## src/rtl/spi_flash_pkg.sv

```systemverilog
// Shared definitions for the Wishbone SPI-flash read responder:
// READ command opcode, frame geometry, FSM state type and byte ordering helper.
package spi_flash_pkg;

    localparam logic [7:0] CMD_READ   = 8'h03;
    localparam int         FRAME_BITS = 64;
    localparam int         BIT_CNT_W  = $clog2(FRAME_BITS);

    typedef enum logic [2:0] {
        ST_IDLE     = 3'd0,
        ST_ERR      = 3'd1,
        ST_CS_SETUP = 3'd2,
        ST_SHIFT    = 3'd3,
        ST_CS_HOLD  = 3'd4,
        ST_ACK      = 3'd5
    } state_t;

    // The flash streams bytes MSB first; the first byte received must land
    // in bits [7:0] of the returned word (little-endian assembly).
    function automatic logic [31:0] byte_swap32(input logic [31:0] w);
        return {w[7:0], w[15:8], w[23:16], w[31:24]};
    endfunction

endpackage

```

## src/rtl/spi_sck_div.sv

```systemverilog
// SCK phase generator: while enabled, emits a rise strobe at the end of each
// low phase and a fall strobe at the end of each high phase, each phase
// lasting CLK_DIV clock cycles. Returns to the start of a low phase when
// disabled.
module spi_sck_div #(
    parameter int CLK_DIV = 2
) (
    input  logic i_clk,
    input  logic i_rst,
    input  logic i_en,
    output logic o_rise_tick,
    output logic o_fall_tick
);

    localparam int CW = (CLK_DIV > 1) ? $clog2(CLK_DIV) : 1;

    logic [CW-1:0] r_cnt;
    logic          r_phase;
    logic          w_wrap;

    assign w_wrap      = i_en && (r_cnt == CW'(CLK_DIV - 1));
    assign o_rise_tick = w_wrap && !r_phase;
    assign o_fall_tick = w_wrap &&  r_phase;

    // Count cycles within a phase; toggle the phase at each wrap
    always_ff @(posedge i_clk) begin
        if (i_rst || !i_en) begin
            r_cnt   <= '0;
            r_phase <= 1'b0;
        end else if (w_wrap) begin
            r_cnt   <= '0;
            r_phase <= ~r_phase;
        end else begin
            r_cnt   <= r_cnt + CW'(1);
        end
    end

endmodule

```

## src/rtl/wb_spi_flash_rd.sv

```systemverilog
// Wishbone classic read-only responder for the SPI-flash slot. Each read
// runs one 64-bit READ (0x03) frame in SPI mode 0 and returns the 32 data
// bits little-endian; writes terminate with an error pulse.
module wb_spi_flash_rd
    import spi_flash_pkg::*;
#(
    parameter int CLK_DIV = 2,
    parameter int ADDR_W  = 24
) (
    input  logic        wb_clk_i,
    input  logic        wb_rst_i,
    input  logic [31:0] wb_adr_i,
    input  logic [31:0] wb_dat_i,
    input  logic [3:0]  wb_sel_i,
    input  logic        wb_we_i,
    input  logic        wb_cyc_i,
    input  logic        wb_stb_i,
    output logic [31:0] wb_dat_o,
    output logic        wb_ack_o,
    output logic        wb_err_o,
    output logic        spi_sck_o,
    output logic        spi_cs_n_o,
    output logic        spi_mosi_o,
    input  logic        spi_miso_i
);

    state_t                r_state;
    logic [BIT_CNT_W-1:0]  r_bit_cnt;
    logic [FRAME_BITS-1:0] r_tx;
    logic [31:0]           r_rx;

    logic                  w_req;
    logic                  w_abort;
    logic                  w_rise;
    logic                  w_fall;
    logic                  w_last_bit;
    logic [FRAME_BITS-1:0] w_frame;
    logic                  w_unused;

    assign w_req      = wb_cyc_i & wb_stb_i;
    assign w_abort    = !wb_cyc_i && (r_state == ST_CS_SETUP || r_state == ST_SHIFT);
    assign w_frame    = {CMD_READ, wb_adr_i[ADDR_W-1:2], 2'b00, 32'h0000_0000};
    assign w_last_bit = (r_bit_cnt == BIT_CNT_W'(FRAME_BITS - 1));
    // Write data, byte selects and the ignored address bits have no effect
    assign w_unused   = ^{wb_dat_i, wb_sel_i, wb_adr_i[31:ADDR_W], wb_adr_i[1:0]};

    spi_sck_div #(
        .CLK_DIV (CLK_DIV)
    ) u_sck_div (
        .i_clk       (wb_clk_i),
        .i_rst       (wb_rst_i),
        .i_en        (r_state == ST_SHIFT),
        .o_rise_tick (w_rise),
        .o_fall_tick (w_fall)
    );

    // Frame shift registers: load on accept, advance TX on SCK fall, capture MISO on SCK rise
    always_ff @(posedge wb_clk_i) begin
        if (r_state == ST_IDLE && w_req && !wb_we_i)
            r_tx <= w_frame;
        else if (r_state == ST_SHIFT && w_fall)
            r_tx <= {r_tx[FRAME_BITS-2:0], 1'b0};
        if (r_state == ST_SHIFT && w_rise)
            r_rx <= {r_rx[30:0], spi_miso_i};
    end

    // Transaction FSM driving the bus handshake and the registered SPI pins
    always_ff @(posedge wb_clk_i) begin
        if (wb_rst_i) begin
            r_state    <= ST_IDLE;
            r_bit_cnt  <= '0;
            wb_dat_o   <= '0;
            wb_ack_o   <= 1'b0;
            wb_err_o   <= 1'b0;
            spi_sck_o  <= 1'b0;
            spi_cs_n_o <= 1'b1;
            spi_mosi_o <= 1'b0;
        end else begin
            wb_ack_o <= 1'b0;
            wb_err_o <= 1'b0;
            if (w_abort) begin
                // Master gave up the cycle: release the flash, no termination
                r_state    <= ST_IDLE;
                spi_cs_n_o <= 1'b1;
                spi_sck_o  <= 1'b0;
                spi_mosi_o <= 1'b0;
            end else begin
                case (r_state)
                    ST_IDLE: begin
                        if (w_req && wb_we_i) begin
                            r_state  <= ST_ERR;
                            wb_err_o <= 1'b1;
                        end else if (w_req) begin
                            r_state    <= ST_CS_SETUP;
                            r_bit_cnt  <= '0;
                            spi_cs_n_o <= 1'b0;
                            spi_mosi_o <= w_frame[FRAME_BITS-1];
                        end
                    end
                    ST_ERR: r_state <= ST_IDLE;
                    ST_CS_SETUP: r_state <= ST_SHIFT;
                    ST_SHIFT: begin
                        if (w_rise) begin
                            spi_sck_o <= 1'b1;
                        end else if (w_fall) begin
                            spi_sck_o <= 1'b0;
                            if (w_last_bit) begin
                                spi_mosi_o <= 1'b0;
                                spi_cs_n_o <= 1'b1;
                                wb_dat_o   <= byte_swap32(r_rx);
                                r_state    <= ST_CS_HOLD;
                            end else begin
                                r_bit_cnt  <= r_bit_cnt + BIT_CNT_W'(1);
                                spi_mosi_o <= r_tx[FRAME_BITS-2];
                            end
                        end
                    end
                    ST_CS_HOLD: begin
                        r_state  <= ST_ACK;
                        wb_ack_o <= 1'b1;
                    end
                    ST_ACK: r_state <= ST_IDLE;
                    default: r_state <= ST_IDLE;
                endcase
            end
        end
    end

endmodule

```

## config.mk

```make
export PLATFORM = sky130hd
export DESIGN_NAME = wb_spi_flash_rd
export DESIGN_NICKNAME = d
export VERILOG_FILES = /design/src/rtl/spi_flash_pkg.sv /design/src/rtl/spi_sck_div.sv /design/src/rtl/wb_spi_flash_rd.sv
export SDC_FILE = /design/constraint.sdc
export NUM_CORES = 1
export LEC_CHECK = 0
export BUFFER_PORTS_ARGS = -buffer_cell sky130_fd_sc_hd__buf_4
export CAP_MARGIN = 20
export CORE_MARGIN = 5
export CORE_UTILIZATION = 30
export CTS_CLUSTER_SIZE = 20
export DETAILED_ROUTE_END_ITERATION = 6
export PLACE_DENSITY = 0.56
export SETUP_SLACK_MARGIN = 0.15
export SYNTH_ARGS = -nofsm -noshare
export SYNTH_HDL_FRONTEND = slang
export SYNTH_SLANG_ARGS = --single-unit
```

## constraint.sdc

```tcl
create_clock -name wb_clk_i -period 4.9 [get_ports wb_clk_i]
set_clock_uncertainty 0.2 [all_clocks]
set_input_delay 0.735 -clock wb_clk_i [delete_from_list [all_inputs] [get_ports wb_clk_i]]
set_output_delay 0.735 -clock wb_clk_i [all_outputs]
set_load 0.05 [all_outputs]
```

==> summary.md <==
| Metric | Value |
|---|---|
| Initial antenna violation count | `0` |
| Global route hottest layer | `met2` |
| WL/cell | `13.9 um` |
| Yosys cell types | `40` |
| TNS Setup | `0 ns` |
| Antenna-violating nets left | `0` |
| Largest net degree at the start of global routing | `42` |
| RSZ-0062 raised after global routing | `false` |
| Max-cap violations | `0` |
| Gate Count Post-Synth | `~400` |
| Sequential fraction of the synthesis area | `64.4%` |
| Hold Buf Count CTS | `0` |
| Synthesized area | `~4200 um2` |
| Final Hold Violating Endpoints | `0` |
| Power density cells | `354 nW/um2` |
| Clock-pin slew on the worst setup and hold paths | `~0.08 ns` |
| Critical Path End Type | `flop` |
| Final setup vio count | `0` |
| Leakage | `1.91 nW` |
| Share of layout cells above drive strength 1 | `19.8%` |
| N_diodes | `0` |
| # DRC | `0` |
| Met3 GRT Util | `3.03%` |
| Fin nets | `530` |
| Crit path buffers/inverters | `0` |
| Max transition margin | `38.0%` |
| Synth Register Bits | `around 110` |
| CP arrival | `2.83 ns` |
| Slew Limit Fails | `0` |
| Internal Pwr Total | `1.38 mW` |
| Switch share | `23.8%` |
| Clock power frac | `38.0%` |
| Family with the most delay on the worst path | `simple AND/OR/NAND/NOR gates` |
| RePlAce Congestion | `around 0.77` |
| Crit path cell chain | `or3_4 -> or3_1 -> nand2_1` |
| Least-Margin Pin Slew | `0.928 ns` |
| Clk sinks | `about 110` |
| VDD IR max | `143 uV` |
| Avg Inst Size Synth | `10.4 um2` |
| Yosys warns | `0` |
| Fmax achieved | `0.326 GHz` |
| M2 GR Usage | `17.6%` |
| DR pass1 iterations | `4` |
| Hold Path Class | `flop to flop` |
| Final instance area | `5110 um2` |
| Synth area leaders | `edfxtp_1 38%, dfxtp_1 26%, nand2_1 7.5%, a21oi_1 5.6%, nand3_1 4.5%` |
| Total grt overflow | `0` |
| Post-CTS Resized | `0` |
| Die outline height | `129 um` |
| Fin crit share | `a little over three fifths` |
| Buffers on Ports | `64` |
| Met1 usage | `14.1%` |
| Crit-path max cell delay | `0.85 ns` |
| Core Rows | `43` |
| Sequential power share | `55.0%` |
| First-pass GRT wire length | `14.8 mm` |
| Worst-Skew Late Latency | `0.35 ns` |
| Placed instance area | `~4800 um2` |
| Vias per cell | `4.80` |
| Commonest non-fill, non-tap cell in the layout | `nand2_1` |
| Post-synth EDFFs | `54` |
| Required @ worst endpoint | `between 4 and 5 ns` |
| Total GRT Usage | `11.1%` |
| Root Buffer | `clkbuf_16` |
| Setup Buffers After CTS | `0` |
| Initial Util | `30.6%` |
| TritonCTS buffer count | `9` |
| Synth Net Count | `480` |
| Worst hold slack | `around 0.25 ns` |
| Run status | `completed` |
| Min cycle time layout | `3.07 ns` |
| Die area | `16,600 um2` |
| Layout area overhead | `21.0%` |
| CTS max path bufs | `2` |
| CP Class | `flop to flop` |
| Logic pwr share | `under 10%` |
| Vias post-DR | `3,070` |
| Top cell type by total area after synthesis | `edfxtp_1` |
| CP max-delay cell | `nand2_1` |
| Most used cells in the layout excluding fill and tap cells | `84 x nand2_1, 67 x buf_4, 55 x dfxtp_1` |
| Dpl hpwl | `5.74 mm` |
| H-tree depth | `3` |
| Dominant synthesized flop cell | `dfxtp_1` |
| Core area | `around 14,000 um2` |
| WL final | `8.93 mm` |
| Horiz. Die Dim | `129 um` |
| Io pins | `approximately 110` |
| Worst Path Max Fanout | `26` |
| CTS tree | `built` |
| Initial DRC count | `196` |
| Post-synth top area share | `38.4%` |
| Vias in the first global route | `3,106` |
| Net switching power | `roughly 430 uW` |
| Startpoint Class | `flop` |
| Synth async-reset ratio | `0%` |
## cells by family after synthesis
kind of cell,share of synthesized area (%)
AND/OR/NAND/NOR,17.8
flip-flops,64.4
AO/OA/AOI/OAI,12.7
buffers and inverters,4.09
multiplexers,0.474
XOR/XNOR,0.207
adder cells (fa/ha/maj),0.296
## final timing paths
kind                                 from                 end  slack, ns  depth (start not counted)
hold reg to reg        r_rx[17]$_DFFE_PN_  r_rx[18]$_DFFE_PN_       0.25                          0
setup reg to reg  r_state[0]$_SDFFE_PP0P_  r_tx[39]$_DFFE_PP_       1.83                          3
hold / removal         r_rx[17]$_DFFE_PN_  r_rx[18]$_DFFE_PN_       0.25                          0
setup / recovery  r_state[0]$_SDFFE_PP0P_  r_tx[39]$_DFFE_PP_       1.83                          3
## stage by stage
step / total power, mW / std cells / setup slack, ns / util, %
floorplan: 1.11 / 405 / 1.15 / -
global placement: 1.14 / 622 / 1.60 / 34.8
detailed placement: 1.15 / 623 / 1.62 / 34.9
CTS: 1.84 / 639 / 1.77 / 36.9
global route: 1.90 / 640 / 1.65 / 37.0
finish: 1.81 / 640 / 1.83 / 37.0
## final cells by class
class                   instances  area, um2
clock buffers                  10        229
flip-flops and latches        109       2720
fillers                      1371       8710
inverters                       5       18.8
multi-input cells             261       1340
clock inverters                 6       47.5
well taps                     180        225
repair buffers                 69        533
## state kept, by name (all words and copies together), names as in the netlist
name	count
r_bit_cnt	6
u_sck_div.r_cnt	1
u_sck_div.r_phase	1
r_tx	29
wb_dat_o	32
r_state	3
spi_mosi_o	1
wb_err_o	1
spi_cs_n_o	1
spi_sck_o	1
r_rx	32
wb_ack_o	1
## power groups by stage
| stage | Clock (mW) | Combinational [mW] | Sequential (mW) |
|---|---|---|---|
| after CTS | 0.719 | 0.129 | 0.996 |
| final | 0.689 | 0.128 | 0.996 |
| after global placement | 0 | 0.127 | 1.02 |
| after global routing | 0.757 | 0.143 | 0.998 |
| after floorplan | 0 | 0.103 | 1.01 |
| after detailed placement | 0 | 0.129 | 1.02 |
## cell usage after synthesis (3+ instances only)
master	count
and2_1	3
nor2_1	9
edfxtp_1	54
nand2_1	84
or2_2	3
o211ai_1	5
buf_4	3
and3_1	3
dfxtp_1	55
buf_2	6
a21oi_1	47
buf_6	3
clkbuf_1	18
a22oi_1	3
nand3_1	38
inv_1	5
o21ai_0	34
nand2b_1	4
## layer usage
layer | up-vias | share of wire [%]
met5 | - | 0
met4 | 0 | 1.3
met3 | 7 | 3.6
met2 | 45 | 46
met1 | 1486 | 49
li1 | 1532 | -
No activity file was read; power rests on OpenSTA's default activity.
